$ cat src/rtl/mem_access_stage.sv
// Memory-access pipeline stage: sits behind Execute, performs loads and
// stores against the data memory over an enable/busy handshake and hands a
// registered writeback packet (or an error pulse) to the next stage.
// Buses use [0:31] ordering, bit 0 is the MSB; byte lane 0 is bits [0:7].
module mem_access_stage #(
  parameter int         ADDR_W            = 32,
  parameter logic [1:0] ERR_CODE_MISALIGN = 2'b01,
  parameter logic [1:0] ERR_CODE_ILLEGAL  = 2'b10
) (
  input  logic            clock,
  input  logic            reset_n,
  input  logic            valid_in,
  input  logic [0:ADDR_W-1] alu_result,
  input  logic [0:ADDR_W-1] rt_data,
  input  logic [0:4]      rd_in,
  input  logic            reg_write_in,
  input  logic            is_load,
  input  logic            is_store,
  input  logic [0:1]      mem_size,
  input  logic            load_unsigned,
  output logic            stall_out,
  output logic [0:ADDR_W-1] dmem_addr,
  output logic [0:ADDR_W-1] dmem_wdata,
  output logic [0:3]      dmem_be,
  output logic            dmem_wren,
  output logic            dmem_enable,
  input  logic [0:ADDR_W-1] dmem_rdata,
  input  logic            dmem_busy,
  output logic            wb_valid,
  output logic [0:ADDR_W-1] wb_data,
  output logic [0:4]      wb_rd,
  output logic            wb_reg_write,
  output logic            err_valid,
  output logic [0:1]      err_code,
  output logic [0:ADDR_W-1] err_addr
);

  typedef enum logic [1:0] {IDLE, REQ, RDATA, DONE} state_t;

  state_t state_q, state_d;

  logic [0:ADDR_W-1] addr_q, addr_d;
  logic [0:ADDR_W-1] wdata_q, wdata_d;
  logic [0:3]        be_q, be_d;
  logic              wren_q, wren_d;
  logic [0:4]        rd_q, rd_d;
  logic              reg_write_q, reg_write_d;
  logic [0:1]        size_q, size_d;
  logic              unsigned_q, unsigned_d;

  logic              wb_valid_q, wb_valid_d;
  logic [0:ADDR_W-1] wb_data_q, wb_data_d;
  logic [0:4]        wb_rd_q, wb_rd_d;
  logic              wb_reg_write_q, wb_reg_write_d;
  logic              err_valid_q, err_valid_d;
  logic [0:1]        err_code_q, err_code_d;
  logic [0:ADDR_W-1] err_addr_q, err_addr_d;

  logic [0:1]        lane_in;
  logic              req_misaligned;
  logic [0:3]        req_be;
  logic [0:ADDR_W-1] req_wdata;
  logic [0:7]        ld_byte;
  logic [0:15]       ld_half;
  logic [0:ADDR_W-1] load_value;
  logic              in_req;

  assign lane_in = alu_result[ADDR_W-2:ADDR_W-1];

  // Decode the incoming access: alignment, byte enables and lane-replicated store data
  always_comb begin
    req_misaligned = 1'b0;
    req_be         = 4'b1111;
    req_wdata      = rt_data;
    case (mem_size)
      2'b00: begin
        req_be    = 4'b1000 >> lane_in;
        req_wdata = {4{rt_data[ADDR_W-8:ADDR_W-1]}};
      end
      2'b01: begin
        req_misaligned = alu_result[ADDR_W-1];
        req_be         = alu_result[ADDR_W-2] ? 4'b0011 : 4'b1100;
        req_wdata      = {2{rt_data[ADDR_W-16:ADDR_W-1]}};
      end
      default: begin
        req_misaligned = |lane_in;
      end
    endcase
  end

  // Pick the addressed lane out of the returned word and sign/zero-extend it
  always_comb begin
    case (addr_q[ADDR_W-2:ADDR_W-1])
      2'b00:   ld_byte = dmem_rdata[0:7];
      2'b01:   ld_byte = dmem_rdata[8:15];
      2'b10:   ld_byte = dmem_rdata[16:23];
      default: ld_byte = dmem_rdata[24:31];
    endcase
    ld_half = addr_q[ADDR_W-2] ? dmem_rdata[16:31] : dmem_rdata[0:15];
    case (size_q)
      2'b00:   load_value = unsigned_q ? {24'b0, ld_byte} : {{24{ld_byte[0]}}, ld_byte};
      2'b01:   load_value = unsigned_q ? {16'b0, ld_half} : {{16{ld_half[0]}}, ld_half};
      default: load_value = dmem_rdata;
    endcase
  end

  // Next-state logic; writeback and error pulses default to zero every cycle
  always_comb begin
    state_d        = state_q;
    addr_d         = addr_q;
    wdata_d        = wdata_q;
    be_d           = be_q;
    wren_d         = wren_q;
    rd_d           = rd_q;
    reg_write_d    = reg_write_q;
    size_d         = size_q;
    unsigned_d     = unsigned_q;
    wb_valid_d     = 1'b0;
    wb_data_d      = '0;
    wb_rd_d        = '0;
    wb_reg_write_d = 1'b0;
    err_valid_d    = 1'b0;
    err_code_d     = '0;
    err_addr_d     = '0;
    case (state_q)
      IDLE, DONE: begin
        state_d = IDLE;
        if (valid_in) begin
          if (!is_load && !is_store) begin
            wb_valid_d     = 1'b1;
            wb_data_d      = alu_result;
            wb_rd_d        = rd_in;
            wb_reg_write_d = reg_write_in;
          end else if (is_load && is_store) begin
            err_valid_d = 1'b1;
            err_code_d  = ERR_CODE_ILLEGAL;
            err_addr_d  = alu_result;
          end else if (req_misaligned) begin
            err_valid_d = 1'b1;
            err_code_d  = ERR_CODE_MISALIGN;
            err_addr_d  = alu_result;
          end else begin
            state_d     = REQ;
            addr_d      = alu_result;
            wdata_d     = req_wdata;
            be_d        = req_be;
            wren_d      = is_store;
            rd_d        = rd_in;
            reg_write_d = reg_write_in;
            size_d      = mem_size;
            unsigned_d  = load_unsigned;
          end
        end
      end
      REQ: begin
        if (!dmem_busy) begin
          if (wren_q) begin
            state_d    = DONE;
            wb_valid_d = 1'b1;
            wb_rd_d    = rd_q;
          end else begin
            state_d = RDATA;
          end
        end
      end
      RDATA: begin
        state_d        = DONE;
        wb_valid_d     = 1'b1;
        wb_data_d      = load_value;
        wb_rd_d        = rd_q;
        wb_reg_write_d = reg_write_q;
      end
      default: state_d = IDLE;
    endcase
  end

  // State, latched instruction and registered outputs; reset abandons any access
  always_ff @(posedge clock or negedge reset_n) begin
    if (!reset_n) begin
      state_q        <= IDLE;
      addr_q         <= '0;
      wdata_q        <= '0;
      be_q           <= '0;
      wren_q         <= 1'b0;
      rd_q           <= '0;
      reg_write_q    <= 1'b0;
      size_q         <= '0;
      unsigned_q     <= 1'b0;
      wb_valid_q     <= 1'b0;
      wb_data_q      <= '0;
      wb_rd_q        <= '0;
      wb_reg_write_q <= 1'b0;
      err_valid_q    <= 1'b0;
      err_code_q     <= '0;
      err_addr_q     <= '0;
    end else begin
      state_q        <= state_d;
      addr_q         <= addr_d;
      wdata_q        <= wdata_d;
      be_q           <= be_d;
      wren_q         <= wren_d;
      rd_q           <= rd_d;
      reg_write_q    <= reg_write_d;
      size_q         <= size_d;
      unsigned_q     <= unsigned_d;
      wb_valid_q     <= wb_valid_d;
      wb_data_q      <= wb_data_d;
      wb_rd_q        <= wb_rd_d;
      wb_reg_write_q <= wb_reg_write_d;
      err_valid_q    <= err_valid_d;
      err_code_q     <= err_code_d;
      err_addr_q     <= err_addr_d;
    end
  end

  assign in_req       = (state_q == REQ);
  assign stall_out    = (state_q == REQ) || (state_q == RDATA);
  assign dmem_enable  = in_req;
  assign dmem_wren    = in_req & wren_q;
  assign dmem_addr    = in_req ? {addr_q[0:ADDR_W-3], 2'b00} : '0;
  assign dmem_be      = in_req ? be_q : '0;
  assign dmem_wdata   = in_req ? wdata_q : '0;
  assign wb_valid     = wb_valid_q;
  assign wb_data      = wb_data_q;
  assign wb_rd        = wb_rd_q;
  assign wb_reg_write = wb_reg_write_q;
  assign err_valid    = err_valid_q;
  assign err_code     = err_code_q;
  assign err_addr     = err_addr_q;

endmodule

$ cat config.mk
export PLATFORM = sky130hd
export DESIGN_NAME = mem_access_stage
export DESIGN_NICKNAME = d
export VERILOG_FILES = /design/src/rtl/mem_access_stage.sv
export SDC_FILE = /design/constraint.sdc
export NUM_CORES = 1
export LEC_CHECK = 0
export CAP_MARGIN = 20
export CORE_MARGIN = 3
export CORE_UTILIZATION = 45
export DETAILED_ROUTE_END_ITERATION = 8
export HOLD_SLACK_MARGIN = 0.08
export PLACE_DENSITY = 0.81
export SLEW_MARGIN = 10
export SYNTH_ARGS = -nofsm -noshare
export SYNTH_HDL_FRONTEND = slang
export SYNTH_SLANG_ARGS = --single-unit
$ cat constraint.sdc
create_clock -name clock -period 2.7 [get_ports clock]
set_clock_uncertainty 0.15 [all_clocks]
set_input_delay 0.405 -clock clock [delete_from_list [all_inputs] [get_ports clock]]
set_output_delay 0.405 -clock clock [all_outputs]
set_load 0.01 [all_outputs]
==> impl_metrics.yaml, run 1 <==
timing:
  period_minus_slack_ns: 2.61
  finalSetupTns_ns: 0
  fin_crit_sh: 0.967
  worst_pin_slew_ns: 0.846
  hold_viol_final: 0
  finalSetupViolCount: 0
  max_slew_margin: 0.436
  slew_viol_final: 0
  fmax_mhz: 383
die:
  die_h_um: 131
  ioPinCount: 256
  coreArea_um2: 15300
  fp-row-count: 45
  fp.dieArea_um2: 17300
  start_util: 0.462
  die_w_um: 131
power_and_ir_drop:
  clkPwrFrac: 0.231
  p_int_mw: 6.78
  p_total_mw: 10.2
  switching_share: 0.337
  p_per_area_nw_per_um2: 972
  p_comb_frac: 0.410
  leakagePower_nw: 4.55
  ir_worst_vdd_uv: 519
  p_seq_frac: 0.359
  power.switching_mw: 3.45
clock_tree:
  clock_path_buffers: 2
  clockRootBuffer: "clkbuf_16"
  htree_levels: 4
  cts_tree: "done"
  cts_made_buffers: 17
  cts_sinks: 154
  clk_pin_slew_ns: 0.07
  clk_latency_ns: 0.42
global_route:
  overflow: 0
  antenna_found_initial: 1
  grt_pass1_vias: 6043
  grt_pass1_wl_um: 34100
  grt_max_degree: 75
  track_usage: 0.253
placed_design:
  place_congestion: 0.852
  dp.final_hpwl_um: 16000
  place_area_um2: 9840
  port_buffers: 253
logic_synthesis:
  synth_most_common_cell: "dfrtp_1"
  ys_warn_count: 0
  async_reset_ff_frac: 1.00
  synth_area_um2: 7080
  postSynthCellCount: 623
  synth_edf_count: 0
  synthMuxAreaShare: 0.128
  synth_area_leaders: "dfrtp_1 (54%), mux2_2 (9.4%), and2_1 (8.9%)"
  synthAdderAreaFrac: 0.0106
  avgSynthCellArea_um2: 11.4
  synth-simple-area-share: 0.149
  synth-main-ff-cell: "dfrtp_1"
  ys_ff_latch: 154
  yosysTopAreaCell: "dfrtp_1"
  synth_top_cell_area_share: 0.545
  synth-xor-area-share: 0.00124
  synth_seq_area_share: 0.545
  synth_top_family_by_area: "simple AND/OR/NAND/NOR gates"
  synth_cell_type_count: 41
  synth_commonest_cells: "dfrtp_1 (154), and2_1 (101), mux2_2 (59), o21ai_0 (45), nand2_1 (43)"
  synth_compound_area_frac: 0.124
setup_path:
  worstPathArrival_ns: 2.06
  critPathSlowestCell: "clkdlybuf4s50_1"
  required_ns: 2.14
  crit_type: "register to output pin"
  startpoint_type: "register"
  crit_path_end_kind: "output pin"
  crit_chain: "inv_1, ha_4, buf_8, and2_4, clkdlybuf4s50_1"
  path_max_fanout: 24
  slowest_delay_ns: 0.55
drt:
  highest_layer: "met5"
  wl_um: 21900
  drt_pre_antenna_iters: 5
  drt_iter0_markers: 355
  wl_met3_um: 1440
  antenna_left: 0
  drc: 0
  wl_per_cell_um: 20.0
  viasPerCell: 5.27
  dr_wl_met2_um: 11000
  vias: 5790
  met1Wirelength_um: 9120
final_layout:
  regArea_um2: 3850
  drive_above_1_share: 0.157
  syn_to_final_growth_pct: 48.7
  multi_input_area_um2: 2960
  fillers: 1183
  nets: 990
  final_area_um2: 10500
run_status:
  status: "finished clean"
worst_hold_path:
  hold_path.class: "register to register"
flow_run:
  drv_cap: 0
==> worst paths after layout <==
kind	from	end	slack [ns]	cells past startpoint
setup / recovery	state_q[1]	dmem_wren	0.09	5
hold / removal	wdata_q[6]	wdata_q[6]	0.33	2
setup reg to reg	size_q[1]	wb_data[13]	0.45	4
hold reg to reg	wdata_q[6]	wdata_q[6]	0.33	2
max in group asynchronous	reset_n	addr_q[29]	1.13	3
min in group asynchronous	reset_n	err_addr[24]	0.35	2
==> per-stage QoR <==
step                hold WS, ns   util  std cells  setup WS [ns]
finish                    0.326  0.687       1098         0.0894
global route              0.349  0.687       1097       -0.00176
CTS                       0.332  0.682       1094      -0.000743
detailed placement        0.197  0.643       1061         -0.194
global placement          0.192  0.643       1061        -0.0518
floorplan               -0.0406      -        624          0.600
==> power groups by stage <==
stage          Combinational [mW]  Sequential, mW  Clock (mW)
6_report                     4.19            3.67        2.37
5_1_grt                      4.54            3.77        2.50
4_1_cts                      4.16            3.67        2.40
3_5_place_dp                 4.12            3.70           0
3_3_place_gp                 4.01            3.66           0
2_1_floorplan                2.14            3.66           0
==> cell type report <==
class	count	area share
flip-flops and latches	154	0.366
multi-input cells	411	0.281
repair buffers	281	0.269
clock buffers	17	0.0404
well taps	211	0.0251
clock inverters	15	0.0153
inverters	8	0.00285
diodes	1	0.000238
==> placed cells by master, fill, tap and decap left out, types with 3 or more instances in the layout <==
master / n
a21oi_1: 19
a221o_1: 6
a221o_2: 10
a22o_1: 7
a32o_1: 7
and2_1: 100
buf_12: 4
buf_4: 20
clkbuf_16: 18
clkdlybuf4s50_1: 252
clkinv_4: 5
clkinvlp_4: 3
dfrtp_1: 154
ha_1: 5
inv_1: 8
inv_6: 3
mux2_2: 59
mux2i_1: 24
nand2_1: 43
nand2b_1: 9
nor2_1: 26
nor3_1: 3
o211ai_1: 11
o21a_1: 3
o21ai_0: 45
o221ai_1: 8
==> layer usage <==
layer,vias up,track usage
met2,257,0.438
met3,24,0.0712
li1,2660,-
met5,-,0
met1,2847,0.313
met4,2,0.0653
==> state kept, by name, indices dropped and copies added, names as in the netlist, 2 cells and up <==
| signal | count |
|---|---|
| err_code | 2 |
| state_q | 2 |
| size_q | 2 |
| addr_q | 32 |
| be_q | 4 |
| rd_q | 5 |
| err_addr | 32 |
| wb_rd | 5 |
| wdata_q | 32 |
| wb_data | 32 |
==> critical path, delay by kind of cell, from the launching register on <==
| family | cells | cell delay [ns] |
|---|---|---|
| and+or+nand+nor | 1 | 0.17 |
| buffers and inverters | 3 | 0.86 |
| DFF | 1 | 0.40 |
| adders and majority gates | 1 | 0.21 |
==> cells by family (layout without fill, tap and decap cells) <==
logic type | after synthesis | in the layout
simple gates | 196 | 196
flops | 154 | 154
compound gates | 123 | 123
mux | 83 | 83
buf+inv | 59 | 321
fa+ha+maj | 6 | 6
other cells | 1 | 3
xor+xnor | 1 | 1
==> repair_timing <==
item                                    CTS  global route
gates cloned                              0             1
endpoints found under the hold margin    40             0
hold buffers                              1             0
setup buffers                             0             0
resized for setup                         3             4
endpoints found under the setup margin   45            46
(Power assumes the default switching activity.)
==> inputs of run 2 (changes only) <==
--- a/config.mk
+++ b/config.mk
@@ -6,7 +6,6 @@
 export NUM_CORES = 1
 export LEC_CHECK = 0
 export CAP_MARGIN = 20
-export CORE_MARGIN = 3
 export CORE_UTILIZATION = 45
 export DETAILED_ROUTE_END_ITERATION = 8
 export HOLD_SLACK_MARGIN = 0.08
==> run 2 against run 1 <==
Against the previous run: via count up 1.5%; non-clock buffer count unchanged; hold slack better by 0.00082 ns; largest power group unchanged; final area rose by 0.83%.
==> impl_metrics.yaml, run 2 (synthesis results as in run 1) <==
run_status:
  status: "finished clean"
die:
  coreArea_um2: 15300
  fp.dieArea_um2: 16200
  die_w_um: 127
  start_util: 0.464
  ioPinCount: 256
  fp-row-count: 45
  die_h_um: 127
setup_path:
  path_max_fanout: 34
  r2r_cells: 4
  required_ns: 2.14
  worstPathArrival_ns: 2.07
  startpoint_type: "register"
  crit_type: "register to output pin"
  crit_path_end_kind: "output pin"
final_layout:
  final_area_um2: 10600
  fillers: 1094
  n_antenna_cell: 0
  regArea_um2: 3850
  nets: 990
  syn_to_final_growth_pct: 49.9
  final_common_cell: "clkdlybuf4s50_1"
  layout_common_cells: "clkdlybuf4s50_1 (250), dfrtp_1 (154), and2_1 (98), mux2_2 (59), o21ai_0 (45)"
  stdcell_count: 1097
  multi_input_area_um2: 2960
  drive_above_1_share: 0.159
global_route:
  overflow: 0
  grt_pass1_vias: 5891
  track_usage: 0.267
  grt_max_degree: 70
  use_met3: 0.0699
  use_met2: 0.458
  antenna_found_initial: 0
  grt_busiest_layer: "met2"
  met1_usage: 0.326
  grt_pass1_wl_um: 32600
drt:
  drc: 0
  vias: 5878
  drt_iter0_markers: 311
  antenna_left: 0
  drt_pre_antenna_iters: 5
  viasPerCell: 5.36
  wl_per_cell_um: 19.8
  wl_um: 21700
power_and_ir_drop:
  leakagePower_nw: 4.62
  ir_worst_vdd_uv: 561
  p_per_area_nw_per_um2: 997
placed_design:
  place_area_um2: 9850
  place_congestion: 0.842
  post-place-cells: 1061
  dp.final_hpwl_um: 15000
  port_buffers: 253
timing:
  hold_viol_final: 0
  finalSetupViolCount: 0
  period_minus_slack_ns: 2.63
  finalSetupTns_ns: 0
  rsz0062_at_grt: "false"
  max_slew_margin: 0.268
  fin_crit_sh: 0.973
  holdWs_ns: 0.327
  fmax_mhz: 381
  worst_pin_slew_ns: 1.09
  slew_viol_final: 0
clock_tree:
  clock_path_buffers: 2
  cts_made_buffers: 17
  cts_setup_buffers: 0
  clockRootBuffer: "clkbuf_16"
  clk_pin_slew_ns: 0.06
  cts_sinks: 154
  htree_levels: 4
  cts_tree: "done"
  clk_latency_ns: 0.42
worst_hold_path:
  min_path_cells: 2
  hold_path.class: "register to register"
flow_run:
  drv_cap: 0
run 2: cell count changes in the layout (fill, tap and decap cells not counted), sizes merged:
cell	delta
inv	+1
dlygate4sd2	+1
buf	-1
bufinv	+4
diode	-1
clkdlybuf4s50	-2
clkinv	-3
clkinvlp	-2
dlymetal6s2s	+1
clkbuf	+1
run 2: cell type report:
class,count,area share
timing repair buffer,281,0.268
sequential,154,0.363
inverter,8,0.00283
tap,211,0.0249
clock inverter,15,0.0222
multi-input combinational,411,0.279
clock buffer,17,0.0401
run 2: worst max-delay path: stages, from the launching register on:
cell             delay (ns)
dfrtp_1                0.40
inv_1                  0.11
ha_4                   0.20
clkbuf_16              0.22
and2_1                 0.15
clkdlybuf4s50_1        0.53
run 2: routing by layer:
layer / part of all wire / wire, µm
met4: 0.018 / 401
met1: 0.41 / 8820
met3: 0.074 / 1620
met5: 0 / 0
met2: 0.50 / 10900
run 2: through the flow:
stage	worst slack, ns	power, mW	utilization
finish	0.0733	10.6	0.695
global route	0.0150	11.1	0.695
CTS	0.00595	10.5	0.690
detailed placement	-0.204	7.77	0.646
global placement	-0.0930	7.60	0.646
floorplan	0.600	5.80	-
run 2: final timing paths:
path | startpoint | to | slack [ns]
hold reg to reg | wdata_q[5] | wdata_q[5] | 0.33
setup / recovery | state_q[1] | dmem_wdata[0] | 0.07
min in group asynchronous | reset_n | err_addr[12] | 0.39
max in group asynchronous | reset_n | addr_q[28] | 1.26
hold / removal | wdata_q[5] | wdata_q[5] | 0.33
setup reg to reg | state_q[0] | wb_data[1] | 0.32
run 2: where the power goes:
part	internal, mW	total (mW)	switching, mW
Clock	1.66	2.68	1.01
Sequential	3.19	3.68	0.485
Combinational	2.28	4.22	1.94
run 2: what timing repair did:
item	4_1_cts	5_1_grt
gates cloned	0	2
gates resized for setup	4	2
hold buffers	1	0
hold endpoints to repair	61	0
endpoints found under the setup margin	4	55
